$ cat config.mk
export PLATFORM = sky130hd
export DESIGN_NAME = board_draw_sequencer
export DESIGN_NICKNAME = d
export VERILOG_FILES = /design/src/rtl/board_draw_sequencer.sv
export SDC_FILE = /design/constraint.sdc
export NUM_CORES = 1
export LEC_CHECK = 0
export CAP_MARGIN = 20
export CORE_MARGIN = 8
export CORE_UTILIZATION = 51
export CTS_CLUSTER_DIAMETER = 50
export CTS_CLUSTER_SIZE = 16
export DETAILED_ROUTE_END_ITERATION = 10
export PLACE_DENSITY = 0.79
export REMOVE_ABC_BUFFERS = 1
export SYNTH_ARGS = -nofsm -noshare
export SYNTH_HDL_FRONTEND = slang
export SYNTH_SLANG_ARGS = --single-unit
$ cat constraint.sdc
create_clock -name clock -period 2.6 [get_ports clock]
set_input_delay 0.39 -clock clock [delete_from_list [all_inputs] [get_ports clock]]
set_output_delay 0.39 -clock clock [all_outputs]
set_load 0.02 [all_outputs]
$ cat src/rtl/board_draw_sequencer.sv
// Serialises Othello cell redraws (full board, single cell, cursor moves) into 12x12 plotter commands.
// Optional cursor highlighting is compiled in with `define CURSOR_HIGHLIGHT_EN.
module board_draw_sequencer #(
  parameter int CELL        = 12,
  parameter int X_ORIGIN    = 32,
  parameter int Y_ORIGIN    = 12,
  parameter int DRAW_CYCLES = 150
) (
  input  logic       clock,
  input  logic       resetn,
  input  logic       full_req,
  input  logic       cell_req,
  input  logic [2:0] cell_row,
  input  logic [2:0] cell_col,
  input  logic [2:0] cursor_row,
  input  logic [2:0] cursor_col,
  output logic [5:0] board_addr,
  input  logic [1:0] board_data,
  output logic [7:0] plot_x,
  output logic [6:0] plot_y,
  output logic [1:0] plot_select,
  output logic       plot_enable,
  output logic       req_ready,
  output logic       busy,
  output logic       done
);

  typedef enum logic [2:0] {S_IDLE, S_FETCH, S_LATCH, S_KICK, S_WAIT, S_NEXT} state_t;
  typedef enum logic [1:0] {OP_FULL, OP_CELL, OP_CUR_OLD, OP_CUR_NEW} op_t;

  // The interval is measured from the start pulse, so KICK itself is the first of DRAW_CYCLES.
  localparam int CW = (DRAW_CYCLES > 2) ? $clog2(DRAW_CYCLES) : 1;
  localparam logic [CW-1:0] WAIT_LAST = CW'(DRAW_CYCLES - 2);

  state_t        state_q, state_d;
  op_t           op_q, op_d;
  logic [2:0]    row_q, row_d, col_q, col_d;
  logic [CW-1:0] wait_q, wait_d;
  logic          full_pend_q, full_pend_d;
  logic [7:0]    plot_x_q, plot_x_d;
  logic [6:0]    plot_y_q, plot_y_d;
  logic [1:0]    sel_q, sel_d;
  logic [5:0]    cur_reg_q, cur_reg_d, cur_old_q, cur_old_d, cur_new_q, cur_new_d;
  logic [5:0]    act_new_q, act_new_d;
  logic          cur_pend_q, cur_pend_d;
  logic          cur_moved, go_full, go_cur, go_cell;
  logic [1:0]    empty_sel;

`ifdef CURSOR_HIGHLIGHT_EN
  assign empty_sel = ({row_q, col_q} == cur_reg_q) ? 2'b01 : 2'b00;
`else
  logic unused_cursor;
  assign unused_cursor = ^{cursor_row, cursor_col};
  assign empty_sel     = 2'b00;
`endif

  always_ff @(posedge clock or posedge resetn) begin
    if (resetn) begin
      state_q     <= S_IDLE;
      op_q        <= OP_CELL;
      row_q       <= '0;
      col_q       <= '0;
      wait_q      <= '0;
      full_pend_q <= 1'b0;
      plot_x_q    <= '0;
      plot_y_q    <= '0;
      sel_q       <= '0;
      cur_reg_q   <= '0;
      cur_old_q   <= '0;
      cur_new_q   <= '0;
      act_new_q   <= '0;
      cur_pend_q  <= 1'b0;
    end else begin
      state_q     <= state_d;
      op_q        <= op_d;
      row_q       <= row_d;
      col_q       <= col_d;
      wait_q      <= wait_d;
      full_pend_q <= full_pend_d;
      plot_x_q    <= plot_x_d;
      plot_y_q    <= plot_y_d;
      sel_q       <= sel_d;
      cur_reg_q   <= cur_reg_d;
      cur_old_q   <= cur_old_d;
      cur_new_q   <= cur_new_d;
      act_new_q   <= act_new_d;
      cur_pend_q  <= cur_pend_d;
    end
  end

  always_comb begin
    state_d     = state_q;
    op_d        = op_q;
    row_d       = row_q;
    col_d       = col_q;
    wait_d      = wait_q;
    full_pend_d = full_pend_q | (full_req & (state_q != S_IDLE));
    plot_x_d    = plot_x_q;
    plot_y_d    = plot_y_q;
    sel_d       = sel_q;
    cur_reg_d   = cur_reg_q;
    cur_old_d   = cur_old_q;
    cur_new_d   = cur_new_q;
    act_new_d   = act_new_q;
    cur_pend_d  = cur_pend_q;
    cur_moved   = 1'b0;
    go_full     = 1'b0;
    go_cur      = 1'b0;
    go_cell     = 1'b0;
    plot_enable = 1'b0;
    done        = 1'b0;

`ifdef CURSOR_HIGHLIGHT_EN
    // Repeated moves merge: the first old position survives, the latest new one wins.
    cur_moved = ({cursor_row, cursor_col} != cur_reg_q);
    if (cur_moved) begin
      cur_reg_d  = {cursor_row, cursor_col};
      cur_new_d  = {cursor_row, cursor_col};
      cur_pend_d = 1'b1;
      if (!cur_pend_q) cur_old_d = cur_reg_q;
    end
`endif

    unique case (state_q)
      S_IDLE: begin
        if (full_req)        go_full = 1'b1;
        else if (cur_pend_q) go_cur  = 1'b1;
        else if (cell_req)   go_cell = 1'b1;
      end
      S_FETCH: state_d = S_LATCH;
      S_LATCH: begin
        plot_x_d = 8'(X_ORIGIN + CELL * int'(col_q));
        plot_y_d = 7'(Y_ORIGIN + CELL * int'(row_q));
        if (board_data == 2'd1)      sel_d = 2'b10;
        else if (board_data == 2'd2) sel_d = 2'b11;
        else                         sel_d = empty_sel;
        state_d = S_KICK;
      end
      S_KICK: begin
        plot_enable = 1'b1;
        wait_d      = '0;
        state_d     = S_WAIT;
      end
      S_WAIT: begin
        if (wait_q == WAIT_LAST) begin
          wait_d  = '0;
          state_d = S_NEXT;
        end else begin
          wait_d = wait_q + 1'b1;
        end
      end
      S_NEXT: begin
        if (op_q == OP_FULL && {row_q, col_q} != 6'h3f) begin
          {row_d, col_d} = {row_q, col_q} + 6'd1;
          state_d        = S_FETCH;
        end else if (op_q == OP_CUR_OLD) begin
          {row_d, col_d} = act_new_q;
          op_d           = OP_CUR_NEW;
          state_d        = S_FETCH;
        end else if (full_pend_q || full_req) begin
          go_full = 1'b1;
        end else if (cur_pend_q) begin
          go_cur = 1'b1;
        end else begin
          done    = 1'b1;
          state_d = S_IDLE;
        end
      end
      default: state_d = S_IDLE;
    endcase

    if (go_full) begin
      op_d        = OP_FULL;
      row_d       = '0;
      col_d       = '0;
      full_pend_d = 1'b0;
      state_d     = S_FETCH;
    end
    if (go_cur) begin
      // A move seen in this same cycle starts a fresh pair behind the one being launched.
      op_d           = OP_CUR_OLD;
      {row_d, col_d} = cur_old_q;
      act_new_d      = cur_new_q;
      cur_pend_d     = cur_moved;
      if (cur_moved) cur_old_d = cur_reg_q;
      state_d        = S_FETCH;
    end
    if (go_cell) begin
      op_d    = OP_CELL;
      row_d   = cell_row;
      col_d   = cell_col;
      state_d = S_FETCH;
    end
    // A running or queued full pass repaints every cell, so the cursor pair is redundant.
    if (full_pend_d || (op_d == OP_FULL && state_d != S_IDLE)) cur_pend_d = 1'b0;
  end

  assign board_addr  = {row_q, col_q};
  assign plot_x      = plot_x_q;
  assign plot_y      = plot_y_q;
  assign plot_select = sel_q;
  assign busy        = (state_q != S_IDLE);
  assign req_ready   = (state_q == S_IDLE) && !full_pend_q && !cur_pend_q;

endmodule

**Word-level counts from Yosys, hierarchy flattened**

Index checks and enable logic that the tools add are counted.
W data, S select, Z words.

- Bits in registers: 38
- Bits of input ports: 18
- Output and inout bits: 27

- Add/subtract/negate cells: 4
- Multiply operators: 2
- Equality and inequality tests: 10
- Mux-type cells: 54
- Bitwise logic cells: 2
- Reduce and logical (&&, ||, !) cells: 18

Operators with widths:

| operator | number |
|---|---|
| $mux W3 | 19 |
| $mux W1 | 22 |
| $pmux W3 S6 | 1 |
| $mux W2 | 8 |
| $pmux W8 S2 | 1 |
| $mul A2 B3 Y5 const A | 2 |
| $add A6 B7 Y8 const A | 1 |
| $add A8 B1 Y8 const B | 1 |
| $eq A8 B8 Y1 const B | 1 |
| $mux W8 | 1 |
| $add A4 B7 Y7 const A | 1 |
| $add A6 B1 Y6 const B | 1 |
| $eq A3 B2 Y1 const B | 2 |
| $eq A3 B3 Y1 const B | 2 |
| $ne A6 B6 Y1 const B | 1 |
| $reduce_bool A3 Y1 | 2 |
| $reduce_bool A5 Y1 | 1 |
| $eq A2 B2 Y1 const B | 2 |
| $logic_and A1 B1 Y1 | 4 |
| $logic_not A2 Y1 | 2 |
| $pmux W1 S2 | 2 |
| $reduce_bool A2 Y1 | 2 |
| $reduce_bool A4 Y1 | 1 |
| $eq A3 B1 Y1 const B | 1 |
| 7 further kinds | 9 |

**Longest topological paths before layout**

- Depth after elaboration: 12
- Mapped depth: 7
- Gate-level depth less buffers: 6

**Least setup slack after synthesis**

No wires, ideal clock.

- Path kind: reg-to-reg
- Start: reg col_q[0]
- End: reg plot_x_q[6] (netlist: plot_x[6])
- Library setup time: 0.125 ns
- Arrival time: 1.922 ns
- Data required time: 2.475 ns
- Path slack: 0.553 ns
- Stages on the path, launching flop included: 7
- Period minus slack after synthesis: 2.047 ns
- Path through: dfrtp_1 > ha_1 > inv_1 > fa_1 > xnor2_1 > ha_1 > mux2_2

- Longest elaborated chain between the ends: 2

Ends and longest elaborated chain:

| what | RTL line | source |
|---|---|---|
| start: declaration | 37 | `logic [2:0] row_q, row_d, col_q, col_d;` |
| start signal: assignment | 77 | `col_q <= col_d;` |
| $mul A2 B3 Y5 | 132 | `plot_x_d = 8'(X_ORIGIN + CELL * int'(col_q));` |
| $add A6 B7 Y8 | 132 |  |
| end signal: assignment | 80 | `plot_x_q <= plot_x_d;` |
| end: declaration | 40 | `logic [7:0] plot_x_q, plot_x_d;` |

No other way between the ends.
A chain may end at the register's enable or synchronous reset.

**Worst setup path in the final report**

- Start: reg col_q[1]
- End: out done

- Longest elaborated chain between the ends: 4

Ends and longest elaborated chain:

| what | RTL line | source |
|---|---|---|
| $ne A6 B6 Y1 | 153 | `if (op_q == OP_FULL && {row_q, col_q} != 6'h3f) begin` |
| $logic_and A1 B1 Y1 | 153 |  |
| $mux W1 | 153 |  |
| $mux W1 | 124 | `unique case (state_q)` |
| end: declaration | 25 | `output logic done` |

No other way between the ends.

==> flow_summary.html <==
<table>
<tr><th>Metric</th><th>Value</th></tr>
<tr><th colspan="2">STA</th></tr>
<tr><td>Fin crit share</td><td>about nine tenths</td></tr>
<tr><td>Total negative setup slack</td><td>0 ns</td></tr>
<tr><td>Unrepaired setup endpoints after global routing</td><td>false</td></tr>
<tr><td>Transition at the pin with the smallest max-transition slack</td><td>0.726 ns</td></tr>
<tr><td>Peak Freq</td><td>approximately 0.43 GHz</td></tr>
<tr><td>Final Max Slew Viols</td><td>0</td></tr>
<tr><td>Count of endpoints failing hold in the final timing report</td><td>0</td></tr>
<tr><td>Shortest clock period the worst path allows after layout</td><td>2.33 ns</td></tr>
<tr><td>Headroom to the max-slew limit</td><td>51.6%</td></tr>
<tr><td>Post-Route Skew</td><td>~0.0067 ns</td></tr>
<tr><td>Final setup violation count</td><td>0</td></tr>
<tr><th colspan="2">Routing</th></tr>
<tr><td>Post-detailed-route wirelength per cell</td><td>around 16 um</td></tr>
<tr><td>Total detailed-routing wirelength</td><td>just under 5000 um</td></tr>
<tr><td>Total vias in the final route</td><td>1756</td></tr>
<tr><td>Remaining routing DRC violations</td><td>0</td></tr>
<tr><td>Initial DRC Count</td><td>150</td></tr>
<tr><td>Average via count per standard cell</td><td>between 5 and 6</td></tr>
<tr><td>Antenna Violating Nets Remaining</td><td>0</td></tr>
<tr><td>Router iterations before antenna repair</td><td>5</td></tr>
<tr><th colspan="2">Global routing</th></tr>
<tr><td>Overall Global Routing Usage</td><td>roughly 16%</td></tr>
<tr><td>Vias in the first global route</td><td>approximately 1.8k</td></tr>
<tr><td>Pin count of the biggest net entering global routing</td><td>34</td></tr>
<tr><td>First-pass GRT wire length</td><td>approximately 8100 um</td></tr>
<tr><td>Initial antenna violation count</td><td>0</td></tr>
<tr><td>Residual overflow from global routing</td><td>0</td></tr>
<tr><th colspan="2">Worst setup path</th></tr>
<tr><td>Worst reg-to-reg path cell count</td><td>6</td></tr>
<tr><td>Maximum fanout along the worst path</td><td>6</td></tr>
<tr><td>Endpoint arrival time on the critical path</td><td>about 1.9 ns</td></tr>
<tr><td>Required time at the worst-slack endpoint</td><td>between 2 and 2.5 ns</td></tr>
<tr><td>Setup slack, reg-to-reg</td><td>about 0.57 ns</td></tr>
<tr><td>Critical path start-end classification</td><td>flop to primary output</td></tr>
<tr><td>Launch instance of the worst register-to-register path</td><td>col_q[1]$_DFFE_PP0P_</td></tr>
<tr><td>Sort of element at the start of the critical path</td><td>flop</td></tr>
<tr><td>Kind of end point of the critical path</td><td>primary output</td></tr>
<tr><td>Reg2reg end</td><td>plot_x[6]$_DFFE_PP0P_</td></tr>
<tr><th colspan="2">Floorplanning</th></tr>
<tr><td>Standard cell core area</td><td>around 4000 um^2</td></tr>
<tr><td>FP Rows</td><td>23</td></tr>
<tr><td>Floorplan die width</td><td>80.4 um</td></tr>
<tr><td>Initial Util</td><td>approximately 53%</td></tr>
<tr><td>Area of the die</td><td>around 6500 um^2</td></tr>
<tr><td>Top-level I/O count</td><td>45</td></tr>
<tr><td>Die H</td><td>80.4 um</td></tr>
<tr><th colspan="2">CTS</th></tr>
<tr><td>Number of gates resized after cts</td><td>2</td></tr>
<tr><td>Clock network latency to the later pin of the worst-skew pair</td><td>approximately 0.30 ns</td></tr>
<tr><td>Clock-pin transition on the worst setup and hold timing paths</td><td>about 0.08 ns</td></tr>
<tr><td>Cell chosen for the clock root</td><td>sky130_fd_sc_hd__clkbuf_8</td></tr>
<tr><td>Clock tree sinks</td><td>33</td></tr>
<tr><td>TritonCTS clock tree</td><td>built</td></tr>
<tr><td>Clock Path Buffers</td><td>2</td></tr>
<tr><td>CTS Buf Count</td><td>5</td></tr>
<tr><td>Total number of H-tree levels</td><td>2</td></tr>
<tr><td>Quantity of hold-fixing buffers added after cts</td><td>0</td></tr>
<tr><td>Number of setup buffers added after CTS</td><td>0</td></tr>
<tr><th colspan="2">Worst hold path</th></tr>
<tr><td>Min-Delay Path Depth</td><td>2</td></tr>
<tr><td>Source of the worst hold timing path</td><td>plot_y[5]$_DFFE_PP0P_</td></tr>
<tr><td>Path class of the lowest-slack min-delay path</td><td>flop to flop</td></tr>
<tr><td>Hold Path Sink</td><td>plot_y[5]$_DFFE_PP0P_</td></tr>
<tr><th colspan="2">Synth</th></tr>
<tr><td>Yosys top cell by area</td><td>sky130_fd_sc_hd__dfrtp_1</td></tr>
<tr><td>Yosys Warn Count</td><td>0</td></tr>
<tr><td>Number of instances in the synthesized netlist</td><td>between 200 and 250</td></tr>
<tr><td>Register area share after synthesis</td><td>about 39%</td></tr>
<tr><td>Synthesized area</td><td>between 2000 and 2500 um^2</td></tr>
<tr><td>Number of register bits inferred by synthesis</td><td>33</td></tr>
<tr><td>Area share of the largest cell type after synthesis</td><td>between 30% and 40%</td></tr>
<tr><td>Top cells by area, synth</td><td>sky130_fd_sc_hd__dfrtp_1, sky130_fd_sc_hd__ha_1, sky130_fd_sc_hd__mux2_2, sky130_fd_sc_hd__nand2_1, sky130_fd_sc_hd__o21ai_0</td></tr>
<tr><td>Primary flip-flop cell chosen by synthesis mapping</td><td>sky130_fd_sc_hd__dfrtp_1</td></tr>
<tr><td>Fraction of registers with async set or reset after synthesis</td><td>100%</td></tr>
<tr><td>Average cell area after synthesis</td><td>between 9 and 10 um^2</td></tr>
<tr><td>Count of flip-flops with a built-in enable after synthesis</td><td>0</td></tr>
<tr><td>Post-synthesis cell type count</td><td>53</td></tr>
<tr><th colspan="2">Place</th></tr>
<tr><td>IO buf count</td><td>34</td></tr>
<tr><td>Placed cell area</td><td>2510 um^2</td></tr>
<tr><td>RD Place Congestion</td><td>0.831</td></tr>
<tr><td>HPWL after detailed placement</td><td>between 3000 and 4000 um</td></tr>
<tr><th colspan="2">Layout</th></tr>
<tr><td>Share of post-route cells with drive strength above 1</td><td>roughly 15%</td></tr>
<tr><td>Antenna cells</td><td>0</td></tr>
<tr><td>Most frequent standard cell in the layout excluding fill and tap cells</td><td>sky130_fd_sc_hd__clkdlybuf4s50_1</td></tr>
<tr><td>Area overhead of the layout relative to synthesis</td><td>24.4%</td></tr>
<tr><td>Leading cell types in the layout, fill and taps excluded</td><td>sky130_fd_sc_hd__clkdlybuf4s50_1, sky130_fd_sc_hd__dfrtp_1, sky130_fd_sc_hd__nand2_1</td></tr>
<tr><td>Post-route design area</td><td>around 2600 um^2</td></tr>
<tr><td>Final net count</td><td>between 200 and 300</td></tr>
<tr><th colspan="2">Pwr</th></tr>
<tr><td>Reported net switching power</td><td>270 uW</td></tr>
<tr><td>Cell internal power dissipation</td><td>slightly below 900 uW</td></tr>
<tr><td>Power density over the cells</td><td>about 440 nW/um^2</td></tr>
<tr><td>Share of power burned in combinational logic</td><td>under 10%</td></tr>
<tr><td>Portion of total power attributed to sequential cells</td><td>between 40% and 50%</td></tr>
<tr><td>Power, Total</td><td>around 1.2 mW</td></tr>
<tr><td>Leakage</td><td>1.19 nW</td></tr>
<tr><td>Worst supply voltage drop on vdd</td><td>between 0.3 and 0.4 mV</td></tr>
<tr><td>Sw Ratio</td><td>23.4%</td></tr>
<tr><td>Power share of the clock group</td><td>between 40 and 50%</td></tr>
<tr><th colspan="2">Flow run</th></tr>
<tr><td>Max Cap Violations</td><td>0</td></tr>
<tr><th colspan="2">Run status</th></tr>
<tr><td>Outcome</td><td>completed</td></tr>
</table>
per-stage QoR:
stage	hold slack, ns	setup WS, ns	util, %	instances
global route	0.500	0.158	65.8	305
CTS	0.486	0.262	65.8	305
detailed placement	0.471	0.236	62.7	297
floorplan	0.468	0.553	-	203
global placement	0.460	0.265	62.7	297
finish	0.482	0.267	65.8	305
worst max path at each step:
stage	slack, ns	start	end
after floorplan	0.55	col_q[0]$_DFFE_PP0P_	plot_x[6]$_DFFE_PP0P_
after global placement	0.26	full_req	done
after detailed placement	0.24	full_req	done
after CTS	0.26	col_q[1]$_DFFE_PP0P_	done
after global routing	0.16	col_q[1]$_DFFE_PP0P_	done
final	0.27	col_q[1]$_DFFE_PP0P_	done
cells by family after synthesis:
group | share of synthesized area, %
muxes | 5.15
AOI/OAI and AO/OA | 16.2
adders and majority gates | 8.40
other | 0.177
DFF | 39.1
xor gates and xnor gates | 2.90
buffers and inverters | 7.04
and+or+nand+nor | 21.0
layer usage:
| metal | wire (um) | track usage [%] |
|---|---|---|
| met3 | 296 | 4.35 |
| met1 | 2030 | 17.9 |
| met2 | 2410 | 27.1 |
| met5 | 0 | 0 |
| met4 | 78 | 6.18 |
layout make-up:
type	instances	area, um^2
Clock buffer	6	82.6
Clock inverter	2	37.5
Fill cell	334	1370
Inverter	14	55.1
Multi-Input combinational cell	156	1150
Sequential cell	33	827
Tap cell	50	62.6
Timing Repair Buffer	44	414
synthesized netlist by cell type (3+ instances only):
library cell,n
sky130_fd_sc_hd__a21oi_1,7
sky130_fd_sc_hd__buf_2,3
sky130_fd_sc_hd__o22a_1,4
sky130_fd_sc_hd__nor3_1,4
sky130_fd_sc_hd__nand4_1,3
sky130_fd_sc_hd__mux2i_1,3
sky130_fd_sc_hd__ha_1,11
sky130_fd_sc_hd__buf_6,3
sky130_fd_sc_hd__a311oi_1,3
sky130_fd_sc_hd__xnor2_1,5
sky130_fd_sc_hd__nand2_1,19
sky130_fd_sc_hd__and3_1,7
sky130_fd_sc_hd__dfrtp_1,32
sky130_fd_sc_hd__nand3_1,11
sky130_fd_sc_hd__and2_1,4
sky130_fd_sc_hd__o21ai_1,3
sky130_fd_sc_hd__inv_1,13
sky130_fd_sc_hd__o211ai_1,4
sky130_fd_sc_hd__buf_4,5
sky130_fd_sc_hd__o21ai_0,12
sky130_fd_sc_hd__mux2_2,7
sky130_fd_sc_hd__nor2_1,9
critical path, stage by stage, from the launching register on:
cell,delay (ns)
sky130_fd_sc_hd__dfrtp_1,0.43
sky130_fd_sc_hd__ha_2,0.26
sky130_fd_sc_hd__nand4_1,0.22
sky130_fd_sc_hd__o21ai_1,0.22
sky130_fd_sc_hd__and3_1,0.18
sky130_fd_sc_hd__dlygate4sd2_1,0.33
state kept, by name (all words and copies together) (netlist names):
register / flops
col_q: 3
full_pend_q: 1
op_q: 2
plot_select: 2
plot_x: 6
plot_y: 5
row_q: 3
state_q: 3
wait_q: 8
power by group through the flow:
stage | Combinational, mW | Sequential (mW) | Clock (mW)
final | 0.103 | 0.534 | 0.519
after global routing | 0.113 | 0.536 | 0.547
after CTS | 0.105 | 0.535 | 0.529
after detailed placement | 0.104 | 0.545 | 0
after global placement | 0.103 | 0.543 | 0
after floorplan | 0.0302 | 0.560 | 0
Power figures use the tool's default switching activity.
